==> src/rtl/fu_issue_arbiter_pkg.sv <==
// Shared definitions for the functional-unit issue arbiter.
// Holds the FU type encoding, the instruction field layout, the queue
// depth and the busy-countdown width, plus a helper that extracts the
// FU type from an instruction byte.
package fu_issue_arbiter_pkg;

    typedef enum logic [1:0] {
        FU_ALU = 2'd0,
        FU_T1  = 2'd1,
        FU_MUL = 2'd2,
        FU_DIV = 2'd3
    } fu_type_e;

    localparam int NUM_SLOTS = 4;
    localparam int NUM_FU    = 4;
    localparam int SLOT_W    = 2;
    localparam int CNT_W     = 3;
    localparam int INSTR_W   = 8;

    // Instruction byte layout: [7:6] FU type, [5:4] src0, [3:2] src1, [1:0] dest
    localparam int FU_TYPE_HI = 7;
    localparam int FU_TYPE_LO = 6;
    localparam int SRC0_HI    = 5;
    localparam int SRC0_LO    = 4;
    localparam int SRC1_HI    = 3;
    localparam int SRC1_LO    = 2;
    localparam int DEST_HI    = 1;
    localparam int DEST_LO    = 0;

    function automatic logic [1:0] fu_type_of(input logic [INSTR_W-1:0] instr);
        return instr[FU_TYPE_HI:FU_TYPE_LO];
    endfunction

endpackage

==> src/rtl/fu_issue_arbiter_countdown.sv <==
// Busy countdown for one functional unit.
// Ports:
//   clk, reset (async, active-low), flush (sync clear)
//   load  - an instruction is being issued to this FU; start counting LAT
//   busy  - FU is executing (count non-zero)
//   done  - FU is in its final busy cycle; the owning slot retires next cycle
//           and the FU may accept a new instruction in this cycle
module fu_countdown
    import fu_issue_arbiter_pkg::*;
#(
    parameter logic [CNT_W-1:0] LAT = CNT_W'(1)
) (
    input  logic clk,
    input  logic reset,
    input  logic flush,
    input  logic load,
    output logic busy,
    output logic done
);

    logic [CNT_W-1:0] count;

    // Load on issue, otherwise count down and park at zero.
    always_ff @(posedge clk or negedge reset) begin
        if (!reset) begin
            count <= '0;
        end else if (flush) begin
            count <= '0;
        end else if (load) begin
            count <= LAT;
        end else if (count != '0) begin
            count <= count - CNT_W'(1);
        end
    end

    assign busy = (count != '0);
    assign done = (count == CNT_W'(1));

endmodule

==> src/rtl/fu_issue_arbiter.sv <==
// Single-issue round-robin arbiter from a 4-entry ready queue onto four
// functional units with fixed latencies.
// Ports:
//   clk, reset (async, active-low), flush (sync abort of all in-flight work)
//   req_ready[3:0]       - slot k holds a valid, dependency-free instruction
//   req_instr_flat[31:0] - slot k instruction at [8k+7:8k]
//   issue_valid/slot/instr/fu_type - registered one-cycle issue pulse
//   retire_onehot[3:0]   - slot k completed this cycle
//   fu_busy[3:0]         - FU type f is executing
//   inflight[3:0]        - slot k issued and not yet retired
module fu_issue_arbiter
    import fu_issue_arbiter_pkg::*;
#(
    parameter int unsigned LAT_ALU = 1,
    parameter int unsigned LAT_T1  = 2,
    parameter int unsigned LAT_MUL = 3,
    parameter int unsigned LAT_DIV = 5
) (
    input  logic                         clk,
    input  logic                         reset,
    input  logic                         flush,
    input  logic [NUM_SLOTS-1:0]         req_ready,
    input  logic [NUM_SLOTS*INSTR_W-1:0] req_instr_flat,
    output logic                         issue_valid,
    output logic [SLOT_W-1:0]            issue_slot,
    output logic [INSTR_W-1:0]           issue_instr,
    output logic [1:0]                   issue_fu_type,
    output logic [NUM_SLOTS-1:0]         retire_onehot,
    output logic [NUM_FU-1:0]            fu_busy,
    output logic [NUM_SLOTS-1:0]         inflight
);

    localparam logic [NUM_FU*CNT_W-1:0] LAT_PACK = {
        CNT_W'(LAT_DIV), CNT_W'(LAT_MUL), CNT_W'(LAT_T1), CNT_W'(LAT_ALU)
    };

    logic [INSTR_W-1:0] slot_instr [NUM_SLOTS];
    logic [1:0]         slot_fu    [NUM_SLOTS];
    logic [SLOT_W-1:0]  owner      [NUM_FU];
    logic [SLOT_W-1:0]  ptr;
    logic               armed;
    logic [NUM_FU-1:0]  fu_done;
    logic [NUM_FU-1:0]  fu_free;
    logic [NUM_FU-1:0]  fu_load;
    logic [NUM_SLOTS-1:0] eligible;
    logic [NUM_SLOTS-1:0] grant_onehot;
    logic [NUM_SLOTS-1:0] retire_next;
    logic               grant_valid;
    logic [SLOT_W-1:0]  grant_slot;
    logic [SLOT_W-1:0]  idx;

    // A FU in its last busy cycle counts as free so same-FU issue has no bubble.
    assign fu_free = ~fu_busy | fu_done;

    // Unpack the queue and decide which slots could issue this cycle.
    // 'armed' holds off the first grant until one clock after reset release.
    always_comb begin
        for (int k = 0; k < NUM_SLOTS; k++) begin
            slot_instr[k] = req_instr_flat[k*INSTR_W +: INSTR_W];
            slot_fu[k]    = fu_type_of(slot_instr[k]);
            eligible[k]   = armed & req_ready[k] & ~inflight[k] & fu_free[slot_fu[k]];
        end
    end

    // Round-robin search starting at the slot after the last one issued.
    always_comb begin
        grant_valid  = 1'b0;
        grant_slot   = '0;
        idx          = '0;
        grant_onehot = '0;
        for (int i = 0; i < NUM_SLOTS; i++) begin
            idx = ptr + SLOT_W'(i);
            if (!grant_valid && eligible[idx]) begin
                grant_valid = 1'b1;
                grant_slot  = idx;
            end
        end
        if (grant_valid) begin
            grant_onehot[grant_slot] = 1'b1;
        end
    end

    // Map each finishing FU back to the slot it is executing for. The owner
    // used here is the pre-edge value, so a same-cycle re-load of the FU still
    // retires the previous occupant.
    always_comb begin
        retire_next = '0;
        for (int f = 0; f < NUM_FU; f++) begin
            if (fu_done[f]) begin
                retire_next[owner[f]] = 1'b1;
            end
        end
    end

    for (genvar f = 0; f < NUM_FU; f++) begin : g_fu
        assign fu_load[f] = grant_valid && (slot_fu[grant_slot] == 2'(f));

        fu_countdown #(
            .LAT (LAT_PACK[f*CNT_W +: CNT_W])
        ) u_countdown (
            .clk   (clk),
            .reset (reset),
            .flush (flush),
            .load  (fu_load[f]),
            .busy  (fu_busy[f]),
            .done  (fu_done[f])
        );
    end

    // Registered issue outputs, round-robin pointer, in-flight tracking and
    // retire pulses. Flush discards everything without retiring it; a slot
    // retiring this cycle leaves 'inflight' one cycle later.
    always_ff @(posedge clk or negedge reset) begin
        if (!reset) begin
            armed         <= 1'b0;
            issue_valid   <= 1'b0;
            issue_slot    <= '0;
            issue_instr   <= '0;
            issue_fu_type <= '0;
            retire_onehot <= '0;
            inflight      <= '0;
            ptr           <= '0;
            for (int f = 0; f < NUM_FU; f++) begin
                owner[f] <= '0;
            end
        end else if (flush) begin
            issue_valid   <= 1'b0;
            issue_slot    <= '0;
            issue_instr   <= '0;
            issue_fu_type <= '0;
            retire_onehot <= '0;
            inflight      <= '0;
            ptr           <= '0;
            for (int f = 0; f < NUM_FU; f++) begin
                owner[f] <= '0;
            end
        end else begin
            armed         <= 1'b1;
            issue_valid   <= grant_valid;
            retire_onehot <= retire_next;
            inflight      <= (inflight & ~retire_onehot) | grant_onehot;
            if (grant_valid) begin
                issue_slot             <= grant_slot;
                issue_instr            <= slot_instr[grant_slot];
                issue_fu_type          <= slot_fu[grant_slot];
                ptr                    <= grant_slot + SLOT_W'(1);
                owner[slot_fu[grant_slot]] <= grant_slot;
            end else begin
                issue_slot    <= '0;
                issue_instr   <= '0;
                issue_fu_type <= '0;
            end
        end
    end

endmodule

==> config.mk <==
export PLATFORM = sky130hd
export DESIGN_NAME = fu_issue_arbiter
export DESIGN_NICKNAME = d
export VERILOG_FILES = /design/src/rtl/fu_issue_arbiter_pkg.sv /design/src/rtl/fu_issue_arbiter_countdown.sv /design/src/rtl/fu_issue_arbiter.sv
export SDC_FILE = /design/constraint.sdc
export NUM_CORES = 1
export LEC_CHECK = 0
export BUFFER_PORTS_ARGS = -buffer_cell sky130_fd_sc_hd__buf_2
export CAP_MARGIN = 0
export CORE_ASPECT_RATIO = 1.75
export CORE_UTILIZATION = 45
export DETAILED_ROUTE_END_ITERATION = 7
export PLACE_DENSITY = 0.71
export SYNTH_ARGS = -nofsm -noshare
export SYNTH_HDL_FRONTEND = slang
export SYNTH_SLANG_ARGS = --single-unit
==> constraint.sdc <==
create_clock -name clk -period 2.71 [get_ports clk]
set_input_delay 0.271 -clock clk [delete_from_list [all_inputs] [get_ports clk]]
set_output_delay 0.271 -clock clk [all_outputs]
set_load 0.02 [all_outputs]
==> flow_metrics.py <==
metrics = {
    "outcome": {
        "outcome": "finished with violations",
        "violations": "setup timing",
    },
    "floorplan": {
        "rows": 38,
        "ios": 64,
        "die_x_um": 63.2,
        "dieArea_um2": 6890,
        "die_h_um": 109,
        "core_area_um2": 6280,
        "start_util_pct": 46.9,
    },
    "timing": {
        "setup_violations": 15,
        "fmax_mhz": 358,
        "fin_ws_ps": -79.5,
        "slew_violations": 0,
        "tightestPinTransition_ps": 937,
        "skew_ps": 16.3,
        "whs_ps": 79.7,
        "period_share_pct": 103,
        "finalHoldViolCount": 0,
        "rsz0062_at_grt": "yes",
        "slew_headroom_pct": 37.6,
        "period_needed_ps": 2790,
    },
    "critical_path": {
        "crit_required_ps": 2890,
        "startpoint_type": "flop",
        "end_kind": "flop",
        "rrSetupSlack_ps": -80,
        "r2r_start": "g_fu[2].u_countdown.count[0]$_DFFE_PN0P_",
        "cp.arrival_ps": 2970,
        "reg2reg_depth": 11,
        "critPathMaxFanout": 6,
        "r2r-end": "owner[4]$_DFFE_PN0P_",
        "critical_path_class": "reg2reg",
    },
    "synthesis": {
        "synth-edff-count": 0,
        "yosysWarnings": 0,
        "synth_area_um2": 2950,
        "syn_area_per_cell_um2": 9.89,
        "synth_fp_nets": 353,
        "synth-async-reset-ratio_pct": 100,
        "yosysSeqAreaShare_pct": 35.7,
        "yosys_register_bits": 42,
        "yosys.cell_types.count": 67,
        "synth_ff_type": "dfrtp_1",
        "syn_inst": 298,
    },
    "pwr": {
        "irDropWorstVdd_mv": 0.930,
        "p_leak_uw": 0.00196,
        "p_per_area_nw_per_um2": 1420,
    },
    "final_layout": {
        "fin_cells": 484,
        "n_fill_cell": 516,
        "final_common_cell": "buf_2",
        "seqCellArea_um2": 1050,
        "final_cell_mix": "buf_2 (63), buf_4 (49), dfrtp_1 (42), nor2_1 (22), inv_1 (20)",
        "nNetsFinal": 458,
        "diodes": 0,
        "multi_input_area_um2": 1980,
        "final_layout_size_suffix_gt1_share_pct": 49.8,
        "area.growth.synth_to_final_pct": 39.9,
    },
    "clock_network": {
        "cts_buffers": 5,
        "clkSinkCount": 42,
        "cts_tree": "done",
        "clock_tree.buffer_depth": 2,
        "cts_max_level": 2,
        "clk_latency_ps": 320,
        "root_buffer": "clkbuf_8",
        "path_clk_slew_ps": 100,
    },
    "grt": {
        "grt_pass1_vias": 2755,
        "grt_overflow": 0,
        "antenna_found_initial": 0,
        "grt_max_degree": 43,
        "grt_pass1_wl_mm": 12.9,
        "gr-usage-all-layers_pct": 24.8,
    },
    "job": {
        "maxCapViolations": 0,
    },
    "route": {
        "wl_per_cell_um": 17.5,
        "ant_nets": 0,
        "routed-via-count": 2757,
        "drc": 0,
        "wl_mm": 8.49,
        "drt_iter0_markers": 111,
        "dr.pass1.iters": 4,
        "viasPerCell": 5.70,
    },
    "min_path": {
        "min_path_type": "in2async",
    },
    "placed_design": {
        "finalWeightedCongestion": 0.981,
        "dp.cells": 463,
        "dp_hpwl_mm": 5.99,
        "numPortBuffers": 63,
    },
}
-- synthesized netlist by cell type, drive strengths merged, types with 7 or more instances --
master	number	area, um^2
dfrtp	42	1050
nor2	26	97.6
inv	23	86.3
buf	17	125
ha	16	200
a21oi	15	75.1
mux2i	13	130
nand2b	13	81.3
nand2	12	47.6
nand3	11	65.1
mux2	8	90.1
nor2b	8	50.1
nor3	8	40.0
a211oi	7	57.6
-- per-stage QoR --
step / util (%) / power (uW) / worst slack (ps) / setup TNS, ps / area, um^2
4_1_cts: 61.6 / 5320 / -21.0 / -63.9 / 3860
6_report: 65.7 / 5850 / -79.5 / -523 / 4120
5_1_grt: 65.7 / 6220 / -182 / -3640 / 4120
3_5_place_dp: 56.9 / 4430 / -197 / -2290 / 3570
2_1_floorplan: - / 3320 / 27.2 / 0 / 2950
3_3_place_gp: 56.9 / 4350 / -109 / -633 / 3570
-- cell families after synthesis --
logic type / share of synthesized area (%)
simple gates: 21.8
compound gates: 18.6
flops: 35.7
xor+xnor: 1.19
fa+ha+maj: 6.79
mux: 8.24
buf+inv: 7.69
-- sequential cells by signal, summed over array words and instances, names as in the netlist --
name                    flops
owner                       8
issue_fu_type               2
ptr                         2
issue_slot                  2
g_fu.u_countdown.count     12
armed                       1
retire_onehot               4
inflight                    4
issue_valid                 1
issue_instr                 6
-- how the worst max path moves through the flow --
stage	to	startpoint	depth (start not counted)
after detailed placement	owner[6]$_DFFE_PN0P_	g_fu[2].u_countdown.count[0]$_DFFE_PN0P_	11
after CTS	owner[7]$_DFFE_PN0P_	g_fu[2].u_countdown.count[0]$_DFFE_PN0P_	12
after floorplan	owner[2]$_DFFE_PN0P_	g_fu[0].u_countdown.count[0]$_DFFE_PN0P_	12
final	owner[4]$_DFFE_PN0P_	g_fu[2].u_countdown.count[0]$_DFFE_PN0P_	11
after global routing	owner[5]$_DFFE_PN0P_	g_fu[0].u_countdown.count[1]$_DFFE_PN0P_	12
after global placement	owner[6]$_DFFE_PN0P_	g_fu[0].u_countdown.count[0]$_DFFE_PN0P_	11
-- cell type report --
| type | count | area share [%] |
|---|---|---|
| clock inverter | 3 | 1.06 |
| timing repair buffer | 119 | 19.2 |
| inverter | 23 | 2.15 |
| sequential | 42 | 25.5 |
| multi-input combinational | 212 | 48.0 |
| clock buffer | 5 | 1.67 |
| tap | 80 | 2.43 |
-- layer usage --
layer | global-route usage (%) | vias up | wire, um
met4 | 18.0 | 0 | 490
met2 | 45.5 | 107 | 4580
met3 | 3.87 | 30 | 411
met1 | 25.2 | 1347 | 3000
li1 | - | 1273 | -
met5 | 0 | - | 0
-- where the power goes --
group | internal, uW | switching (uW) | total [uW]
combinational | 2070 | 2200 | 4270
sequential | 871 | 186 | 1060
clock | 277 | 250 | 526
-- worst max-delay path, stage by stage, from the launching register on --
cell and delay (ps):
dfrtp_1 410, inv_1 70, ha_2 200, ha_4 210
nor2_4 50, mux4_2 520, o21a_4 290, o21ai_4 210
buf_4 170, and4_4 240, o211ai_2 140, mux2i_1 140
-- timing repair --
action	CTS	global route
setup endpoints to repair	30	33
cloned	0	1
hold buffers	0	0
setup buffers	4	8
resized for setup	28	36
pin swaps	8	22
No activity file was read; power rests on OpenSTA's default activity.
